--- config.mk ---
export PLATFORM = sky130hd
export DESIGN_NAME = imem_loader
export DESIGN_NICKNAME = d
export VERILOG_FILES = /design/src/rtl/imem_loader.sv
export SDC_FILE = /design/constraint.sdc
export NUM_CORES = 1
export LEC_CHECK = 0
export ABC_CLOCK_PERIOD_IN_PS = 2400
export CORE_UTILIZATION = 42
export DETAILED_ROUTE_END_ITERATION = 7
export PLACE_DENSITY = 0.69
export SKIP_LAST_GASP = 1
export SLEW_MARGIN = 20
export SYNTH_ARGS = -nofsm -noshare
export SYNTH_HDL_FRONTEND = slang
export SYNTH_SLANG_ARGS = --single-unit
--- constraint.sdc ---
create_clock -name il_in_clk -period 2.4 [get_ports il_in_clk]
set_input_delay 0.48 -clock il_in_clk [delete_from_list [all_inputs] [get_ports il_in_clk]]
set_output_delay 0.48 -clock il_in_clk [all_outputs]
set_load 0.05 [all_outputs]
--- src/rtl/imem_loader.sv ---
// Framed byte-stream loader for the instruction memory: big-endian words written from address 0.
// Optional trailing checksum byte enabled by defining IMEM_LOADER_CHECKSUM_EN.
module imem_loader #(
  parameter int ADDR_W = 10,
  parameter int DEPTH  = 1024
) (
  input  logic              il_in_clk,
  input  logic              il_in_rst,
  input  logic              il_in_start,
  input  logic [7:0]        il_in_byte,
  input  logic              il_in_valid,
  output logic              il_out_ready,
  output logic [ADDR_W-1:0] il_out_addr,
  output logic [31:0]       il_out_data,
  output logic              il_out_wren,
  output logic              il_out_cpu_hold,
  output logic              il_out_busy,
  output logic              il_out_done,
  output logic              il_out_error
);

  localparam logic [2:0] IDLE   = 3'd0;
  localparam logic [2:0] HDR_HI = 3'd1;
  localparam logic [2:0] HDR_LO = 3'd2;
  localparam logic [2:0] DATA   = 3'd3;
  localparam logic [2:0] WRITE  = 3'd4;
  localparam logic [2:0] CHECK  = 3'd5;
  localparam logic [2:0] DONE   = 3'd6;
  localparam logic [2:0] ERROR  = 3'd7;

  localparam logic [16:0] DEPTH_L = 17'(DEPTH);

  logic [2:0]        state_q, state_d;
  logic [15:0]       count_q, count_d;
  logic [ADDR_W:0]   words_q, words_d;
  logic [ADDR_W-1:0] addr_q, addr_d;
  logic [31:0]       data_q, data_d;
  logic [1:0]        byte_cnt_q, byte_cnt_d;
`ifdef IMEM_LOADER_CHECKSUM_EN
  logic [7:0]        sum_q, sum_d;
`endif

  logic              accept;
  logic [15:0]       hdr_n;
  logic [ADDR_W:0]   words_inc;
  logic              last_word;

  assign accept    = il_in_valid && il_out_ready;
  assign hdr_n     = {count_q[15:8], il_in_byte};
  assign words_inc = words_q + 1'b1;
  assign last_word = (32'(words_inc) == 32'(count_q));

  always_comb begin
    state_d    = state_q;
    count_d    = count_q;
    words_d    = words_q;
    addr_d     = addr_q;
    data_d     = data_q;
    byte_cnt_d = byte_cnt_q;
`ifdef IMEM_LOADER_CHECKSUM_EN
    sum_d      = sum_q;
`endif
    case (state_q)
      IDLE, DONE, ERROR: begin
        if (il_in_start) begin
          state_d    = HDR_HI;
          words_d    = '0;
          addr_d     = '0;
          byte_cnt_d = '0;
`ifdef IMEM_LOADER_CHECKSUM_EN
          sum_d      = '0;
`endif
        end
      end
      HDR_HI: begin
        if (accept) begin
          count_d = {il_in_byte, 8'h00};
          state_d = HDR_LO;
        end
      end
      HDR_LO: begin
        if (accept) begin
          count_d = hdr_n;
          if (hdr_n == 16'd0 || {1'b0, hdr_n} > DEPTH_L) state_d = ERROR;
          else                                           state_d = DATA;
        end
      end
      DATA: begin
        if (accept) begin
          data_d     = {data_q[23:0], il_in_byte};
          byte_cnt_d = byte_cnt_q + 2'd1;
`ifdef IMEM_LOADER_CHECKSUM_EN
          sum_d      = sum_q + il_in_byte;
`endif
          if (byte_cnt_q == 2'd3) state_d = WRITE;
        end
      end
      WRITE: begin
        // The address may wrap after the final word; it is cleared before the next frame.
        addr_d  = addr_q + 1'b1;
        words_d = words_inc;
        if (last_word) begin
`ifdef IMEM_LOADER_CHECKSUM_EN
          state_d = CHECK;
`else
          state_d = DONE;
`endif
        end else begin
          state_d = DATA;
        end
      end
      CHECK: begin
`ifdef IMEM_LOADER_CHECKSUM_EN
        if (accept) state_d = (il_in_byte == sum_q) ? DONE : ERROR;
`else
        state_d = ERROR;
`endif
      end
      default: state_d = IDLE;
    endcase
  end

  always_ff @(posedge il_in_clk or negedge il_in_rst) begin
    if (!il_in_rst) begin
      state_q    <= IDLE;
      count_q    <= '0;
      words_q    <= '0;
      addr_q     <= '0;
      data_q     <= '0;
      byte_cnt_q <= '0;
`ifdef IMEM_LOADER_CHECKSUM_EN
      sum_q      <= '0;
`endif
    end else begin
      state_q    <= state_d;
      count_q    <= count_d;
      words_q    <= words_d;
      addr_q     <= addr_d;
      data_q     <= data_d;
      byte_cnt_q <= byte_cnt_d;
`ifdef IMEM_LOADER_CHECKSUM_EN
      sum_q      <= sum_d;
`endif
    end
  end

  assign il_out_ready    = (state_q == HDR_HI) || (state_q == HDR_LO) ||
                           (state_q == DATA)   || (state_q == CHECK);
  assign il_out_busy     = il_out_ready || (state_q == WRITE);
  assign il_out_wren     = (state_q == WRITE);
  assign il_out_addr     = addr_q;
  assign il_out_data     = data_q;
  assign il_out_done     = (state_q == DONE);
  assign il_out_error    = (state_q == ERROR);
  assign il_out_cpu_hold = il_out_busy || il_out_error;

endmodule

-- Word level (Yosys, flattened, before mapping)
Cells that the tools add are included.
- register bits: 74
- output and inout port bits: 48
- logic and storage cells: 63
- add/subtract/negate cells: 3
- magnitude comparators: 1
- equal/unequal tests: 14
- multiplexer cells: 18
- bitwise logic cells: 1
- reduce and logical (&&, ||, !) cells: 19
- operator list (kind ; count):
    $pmux 16 s2 ; 1
    $pmux 11 s2 ; 1
    $mux 3 ; 7
    $pmux 10 s2 ; 1
    $pmux 3 s6 ; 1
    $eq 11x16->1 ; 1
    $gt 16x11->1 const B ; 1
    $logic_not 16->1 ; 1
    $mux 16 ; 1
    $eq 3x3->1 const B ; 4
    $add 11x1->11 const B ; 1
    $mux 11 ; 1
    $add 10x1->10 const B ; 1
    $mux 10 ; 1
    $ne 2x2->1 const B ; 5
    $reduce_and 3->1 ; 3
    $mux 8 ; 1
    $eq 3x2->1 const B ; 2
    $logic_or 1x1->1 ; 6
    $reduce_bool 2->1 ; 3
    $reduce_and 5->1 ; 1
    $mux 2 ; 2
    $pmux 2 s2 ; 1
    $reduce_and 2->1 ; 2
    7 further kinds ; 7

-- Logic depth before layout (Yosys ltp)
Gate-level depths: netlist of the first run.
- depth after elaboration: 7
- depth in mapped cells: 8
- mapped depth without buffers: 6

-- Worst setup path before layout of the first run
No wires, ideal clock.
- kind: register to output
- from: register state_q[1]
- to: output port il_out_cpu_hold
- data arrival time: 1.821 ns
- required time: 1.920 ns
- setup slack: 0.099 ns
- cell stages (with the launch flop): 5
- path through: dfrtp_1 clkbuf_1 nand2_1 nor2_1 or2_2
- RTL lines (element ; line ; RTL):
    start: declaration ; 33 ; logic [2:0] state_q, state_d;
    start signal: assignment ; 135 ; state_q <= state_d;
    $eq 3x3->1 ; 154 ; assign il_out_error = (state_q == ERROR);
    named net il_out_error ; 19 ; output logic il_out_error
    $logic_or 1x1->1 ; 155 ; assign il_out_cpu_hold = il_out_busy || il_out_error;
    end: declaration ; 16 ; output logic il_out_cpu_hold,
The timed path passes the listed nets, and every way through them passes these cells.

-- Final worst setup path of the first run
- from: register state_q[1]
- to: output port il_out_cpu_hold
- longest elaborated chain between the ends: 6
- ends and longest elaborated chain (element ; line ; RTL):
    $eq 3x1->1 / $eq 3x2->1 (equally long branches) ; 147 ; assign il_out_ready = (state_q == HDR_HI) || (state_q == HDR_LO) ||
    $logic_or 1x1->1 (2 in series) ; 147 ;
    $logic_or 1x1->1 ; 148 ; (state_q == DATA) || (state_q == CHECK);
    $logic_or 1x1->1 ; 149 ; assign il_out_busy = il_out_ready || (state_q == WRITE);
    $logic_or 1x1->1 * ; 155 ;
Mark *: on every way between the ends. The rest lies on a longest branch, timed or not.

==> results.json, run 1 <==
{
  "maxSlewViolCount": 0,
  "yosys.area.top_type": "dfrtp_1",
  "die_h_um": 95.09,
  "finish.net_count": 428,
  "boundaryPins": 60,
  "timing.clock.skew_ns": 0.009934,
  "antenna-diode-count": 0,
  "p_leak_nw": 1.985,
  "flow.area_growth_from_synthesis_pct": 28.02,
  "unrepaired_setup_endpoints_after_global_routing": "no",
  "tritoncts": "built",
  "finalHoldViolations": 0,
  "floorplan.initialDensity_pct": 43.86,
  "yosys-top-cells-area": "dfrtp_1 51%, mux2_2 12%, o21ai_0 5.0%, nand2_1 3.9%, nor2_1 2.6%",
  "path_class": "register to primary output",
  "portBuffers": 59,
  "setup_violations": 0,
  "fin_total_pwr_mw": 6.981,
  "initial_antenna_violation_count": 0,
  "detailedRoute.firstPassIterationCount": 4,
  "timing.max_slew.rel_slack_pct": 44.11,
  "max_cap_viols": 0,
  "final-seq-area_um2": 1852,
  "arrival_ns": 1.80,
  "max_slew.worst_pin.slew_ns": 0.8379,
  "max_freq_mhz": 438.8,
  "dp_hpwl_mm": 5.706,
  "dpl_worst_slack_ns": 0.1559,
  "vias_per_cell": 5.532,
  "drc": 0,
  "number_of_warnings_issued_by_yosys": 0,
  "nature_of_the_critical_path_endpoint": "primary output",
  "fp-row-count": 33,
  "global_route.overflow_total": 0,
  "min-delay-path-class": "primary input to asynchronous set/reset pin",
  "post_synth_num_cell_types": 48,
  "synth.avg_cell_area_um2": 10.34,
  "dr_total_vias": 2893,
  "r2r_setup_slack_ns": 0.17,
  "cts_sinks": 74,
  "grt_start_max_net_pins": 33,
  "die_w_um": 95.09,
  "cp_data_required_time_ns": 1.92,
  "netlist.area_leader.share_pct": 50.88,
  "crit_chain": "buf_4, nor3_1, nor2_1, or2_2, buf_12",
  "layout_min_cycle_time_ns": 2.279,
  "cts-root-buf": "clkbuf_8",
  "wire_per_inst_um": 15.24,
  "multi_input_area_um2": 1679,
  "synth.ff_latch_count": 74,
  "floorplan.core_area_um2": 8299,
  "synth_enable_flop_cells": 0,
  "synth.cell_area_um2": 3640,
  "cts-root-to-sink-buffers": 2,
  "cellPowerDensity_nw_per_um2": 1498,
  "global_route_wire_length_before_repair_mm": 13.34,
  "postRouteWirelength_mm": 7.969,
  "async_flop_share_pct": 100.0,
  "finalNonFillerCells": 523,
  "cts.htree.levels": 3,
  "worst_path_max_delay_cell": "dfrtp_1",
  "postCtsSetupBuffers": 0,
  "worstSkewPairLatency_ns": 0.35,
  "drive_above_1_share_pct": 20.33,
  "post_synthesis_sequential_area_ratio_pct": 50.88,
  "initialDrtViolationCount": 158,
  "synth_top_flop_cell": "dfrtp_1",
  "vdd.ir_drop.worst_uv": 926.1,
  "tritoncts.num_buffers": 9,
  "num-fill-cells": 697,
  "largest_fanout_on_the_critical_path": 21,
  "run_status": "complete, no violations",
  "synth_nets": 367,
  "clk_pin_slew_ns": 0.09,
  "setup.worst_path.start_class": "register",
  "first_global_vias": 2699,
  "setup_tns_final_ns": 0,
  "synthesis.instances": 352,
  "cpPeakStageDelay_ns": 0.40,
  "finalCritPeriodShare_pct": 94.95,
  "post-route-worst-setup-slack_ns": 0.1212,
  "die_area_um2": 9042,
  "gp_routability_congestion": 0.8457,
  "total_routing_usage_reported_by_global_routing_pct": 19.25,
  "route.antenna.remaining_nets": 0,
  "place_inst": 507
}
-- where the power goes --
group	switching [mW]	internal, mW
logic	2.23	1.54
registers	0.437	1.76
clock network	0.517	0.498
-- synthesized netlist by cell type (3+ instances only) --
cell type and number:
o211ai_1 3, nor2_1 25, clkbuf_1 13, nand4_1 4
nand2_1 38, and3_1 3, a22o_1 8, nand3_1 13
xor2_1 4, ha_1 3, nor4_1 5, nor3_1 6
o31ai_1 3, a21oi_1 10, xnor2_1 7, inv_1 6
mux2_2 40, a31oi_1 6, o21ai_0 36, dfrtp_1 74
a211oi_1 3, buf_2 9
-- critical path: cells and delay by family, from the launching register on --
family,cells,cell delay (ns)
simple gates,3,0.68
flops,1,0.40
buf+inv,2,0.36
-- sequential cells by signal, indices dropped and copies added, names as in the netlist --
register,count
byte_cnt_q,2
count_q,16
il_out_addr,10
il_out_data,32
state_q,3
words_q,11
-- layer usage --
layer	track usage [%]	vias to the layer above	routed length, um
li1	-	1399	-
met4	4.545	0	71
met2	30.48	46	3914
met1	26.55	1443	3770
met5	0	-	0
met3	4.785	5	212
-- cell usage in the layout (no fill, tap or decap), types with 6 or more instances in the layout --
master / instances
xnor2_1: 7
mux2_2: 40
a31oi_1: 6
nand2_1: 38
nand3_1: 13
a21oi_1: 10
inv_1: 6
clkdlybuf4s50_1: 52
buf_4: 11
o21ai_0: 36
nor2_1: 25
a22o_1: 8
clkbuf_8: 9
dfrtp_1: 74
buf_12: 8
-- final timing paths --
path / start / endpoint / depth (start not counted)
max reg2reg: words_q[0] / state_q[2] / 6
min: il_in_rst / il_out_data[24] / 1
min reg2reg: il_out_addr[9] / il_out_addr[9] / 1
max in group asynchronous: il_in_rst / count_q[9] / 2
max: state_q[1] / il_out_cpu_hold / 5
min in group il_in_clk: il_out_addr[9] / il_out_addr[9] / 1
-- stage by stage --
stage,hold slack (ns),util [%],instance area (um^2)
floorplan,0.1844,-,3640
global placement,0.4674,53.57,4446
detailed placement,0.4723,53.57,4446
CTS,0.1587,56.05,4652
global route,0.1710,56.14,4659
finish,0.1479,56.14,4659
-- cell families (layout without fill, tap and decap cells) --
family                     after synthesis  after routing  share of synthesized area [%]
adders and majority gates                3              3                          1.031
AOI/OAI and AO/OA                       82             82                          14.20
DFF                                     74             74                          50.88
buffers and inverters                   28             94                          3.197
xor gates and xnor gates                11             11                          2.647
muxes                                   42             42                          12.93
and+or+nand+nor                        112            112                          15.13
-- what timing repair did --
| action | in CTS | in global routing |
|---|---|---|
| hold buffers | 0 | 0 |
| endpoints found under the setup margin | 0 | 2 |
| resized for setup | 0 | 2 |
-- area by class of cell --
| type | instances | area share, % |
|---|---|---|
| tap | 105 | 2.820 |
| timing repair buffer | 72 | 16.49 |
| multi-input combinational | 250 | 36.04 |
| inverter | 6 | 0.4834 |
| clock buffer | 9 | 2.658 |
| sequential | 74 | 39.74 |
| clock inverter | 7 | 1.772 |
Power figures use the tool's default switching activity.
==> run 2, diff against run 1 <==
Settings changed: CORE_UTILIZATION 42 to 32, PLACE_DENSITY 0.69 to 0.57, SETUP_SLACK_MARGIN set to 0.02.
==> run 2 against run 1 <==
- clock skew down 0.0047 ns
- via count down 1.7%
- combinational power about the same
- clock-buffer cell count unchanged
- sequential share of layout area down 1.3 points
- routed wire length up 4.6%
- die area up 31%
- non-clock buffer count up 4
- sequential cell count unchanged
- worst setup slack better by 0.014 ns
- critical endpoint is now il_out_wren
==> results.json, run 2 (synthesis gave the netlist of run 1 again) <==
{
  "run_status": "complete, no violations",
  "setup.worst_path.start_class": "register",
  "route.top_layer_used": "met4",
  "first_global_vias": 2843,
  "tritoncts.num_buffers": 9,
  "die_h_um": 108.7,
  "global_route_wire_length_before_repair_mm": 14.04,
  "met3RoutedLength_um": 246,
  "finalHoldViolations": 0,
  "arrival_ns": 1.78,
  "postCtsSetupBuffers": 0,
  "max_cap_viols": 0,
  "portBuffers": 59,
  "detailed_place.area_um2": 4507,
  "dp_hpwl_mm": 5.877,
  "number_of_flip_flops_in_the_largest_register": 32,
  "cts.htree.levels": 3,
  "wire_per_inst_um": 14.83,
  "detail_route.wirelength.met1_mm": 3.918,
  "finalCritPeriodShare_pct": 94.37,
  "antenna-diode-count": 0,
  "post_cts_resized": 0,
  "setup_tns_final_ns": 0,
  "cellPowerDensity_nw_per_um2": 1521,
  "p_leak_nw": 2.048,
  "timing.max_slew.rel_slack_pct": 44.70,
  "vdd.ir_drop.worst_uv": 1035,
  "initial_antenna_violation_count": 0,
  "gp_routability_congestion": 0.7958,
  "cts-root-buf": "clkbuf_16",
  "drive_above_1_share_pct": 20.85,
  "total_routing_usage_reported_by_global_routing_pct": 15.23,
  "route.antenna.remaining_nets": 0,
  "finish.net_count": 432,
  "final_area_um2": 4813,
  "timing.hold.ws_ns": 0.1725,
  "max_freq_mhz": 441.5,
  "crit-reg2reg-launch": "words_q[0]",
  "post-route-worst-setup-slack_ns": 0.1350,
  "mostFrequentLayoutCell": "dfrtp_1",
  "dpl_worst_slack_ns": 0.1458,
  "wl_met2_mm": 4.049,
  "path_class": "register to primary output",
  "timing.clock.skew_ns": 0.005190,
  "min-delay-path-class": "primary input to asynchronous set/reset pin",
  "fp-row-count": 38,
  "die_area_um2": 11800,
  "setup_violations": 0,
  "dr_total_vias": 2844,
  "postRouteWirelength_mm": 8.336,
  "max_slew.worst_pin.slew_ns": 0.8290,
  "initialDrtViolationCount": 193,
  "vias_per_cell": 5.060,
  "maxSlewViolCount": 0,
  "crit-reg2reg-capture": "state_q[2]",
  "clk_pin_slew_ns": 0.06,
  "detailedRoute.firstPassIterationCount": 4,
  "cp_data_required_time_ns": 1.92,
  "cts-root-to-sink-buffers": 2,
  "grt_start_max_net_pins": 75,
  "tritoncts": "built",
  "final_cell_mix": "74 x dfrtp_1, 52 x clkdlybuf4s50_1, 40 x mux2_2",
  "floorplan.core_area_um2": 10980,
  "number_of_hold_buffers_added_after_cts": 0,
  "floorplan.initialDensity_pct": 33.14,
  "cts_sinks": 74,
  "r2r.worst_path.cells": 6,
  "drc": 0,
  "global_route.overflow_total": 0,
  "die_w_um": 108.7,
  "flow.area_growth_from_synthesis_pct": 32.24,
  "boundaryPins": 60,
  "worstSkewPairLatency_ns": 0.33,
  "layout_min_cycle_time_ns": 2.265,
  "unrepaired_setup_endpoints_after_global_routing": "no",
  "r2r_setup_slack_ns": 0.18,
  "nature_of_the_critical_path_endpoint": "primary output",
  "largest_fanout_on_the_critical_path": 11
}
## run 2: changes by cell type in the layout (fill, tap and decap cells not counted), sizes merged
| cell | before | now |
|---|---|---|
| clkinv | 0 | 2 |
| inv | 10 | 8 |
| buf | 20 | 24 |
## run 2: worst max-delay path, cell delays in order, from the launching register on
cell     delay [ns]
dfrtp_1        0.46
or3b_2         0.60
inv_1          0.22
buf_12         0.17
## run 2: layout make-up
cell class	count	area, um^2
Clock buffer	9	225.2
Clock inverter	7	76.32
Fill cell	1027	6170
Inverter	6	22.52
Multi-Input combinational cell	250	1677
Sequential cell	74	1852
Tap cell	140	175.2
Timing Repair Buffer	76	785.8
## run 2: stage by stage
step	cells	total power [mW]	utilization, %
after floorplan	352	4.711	-
after global placement	546	5.954	41.03
after detailed placement	546	6.002	41.03
after CTS	562	7.384	43.78
after global routing	562	7.716	43.83
final	562	7.319	43.83
## run 2: power breakdown
| part | total [mW] | switching [mW] | internal (mW) |
|---|---|---|---|
| combinational | 3.76 | 2.22 | 1.55 |
| clock | 1.35 | 0.541 | 0.811 |
| sequential | 2.20 | 0.444 | 1.76 |
| total | 7.32 | 3.20 | 4.12 |
## run 2: worst max path at each step
stage / endpoint / startpoint
after global routing: il_out_wren / state_q[0]
after detailed placement: il_out_addr[2] / il_in_start
after CTS: il_out_cpu_hold / state_q[1]
after global placement: il_out_addr[6] / il_in_start
after floorplan: il_out_cpu_hold / state_q[1]
final: il_out_wren / state_q[0]
## run 2: metal layers
layer | track usage, % | vias up
li1 | - | 1400
met4 | 5.695 | 0
met1 | 20.21 | 1380
met3 | 3.228 | 9
met5 | 0 | -
met2 | 24.37 | 55
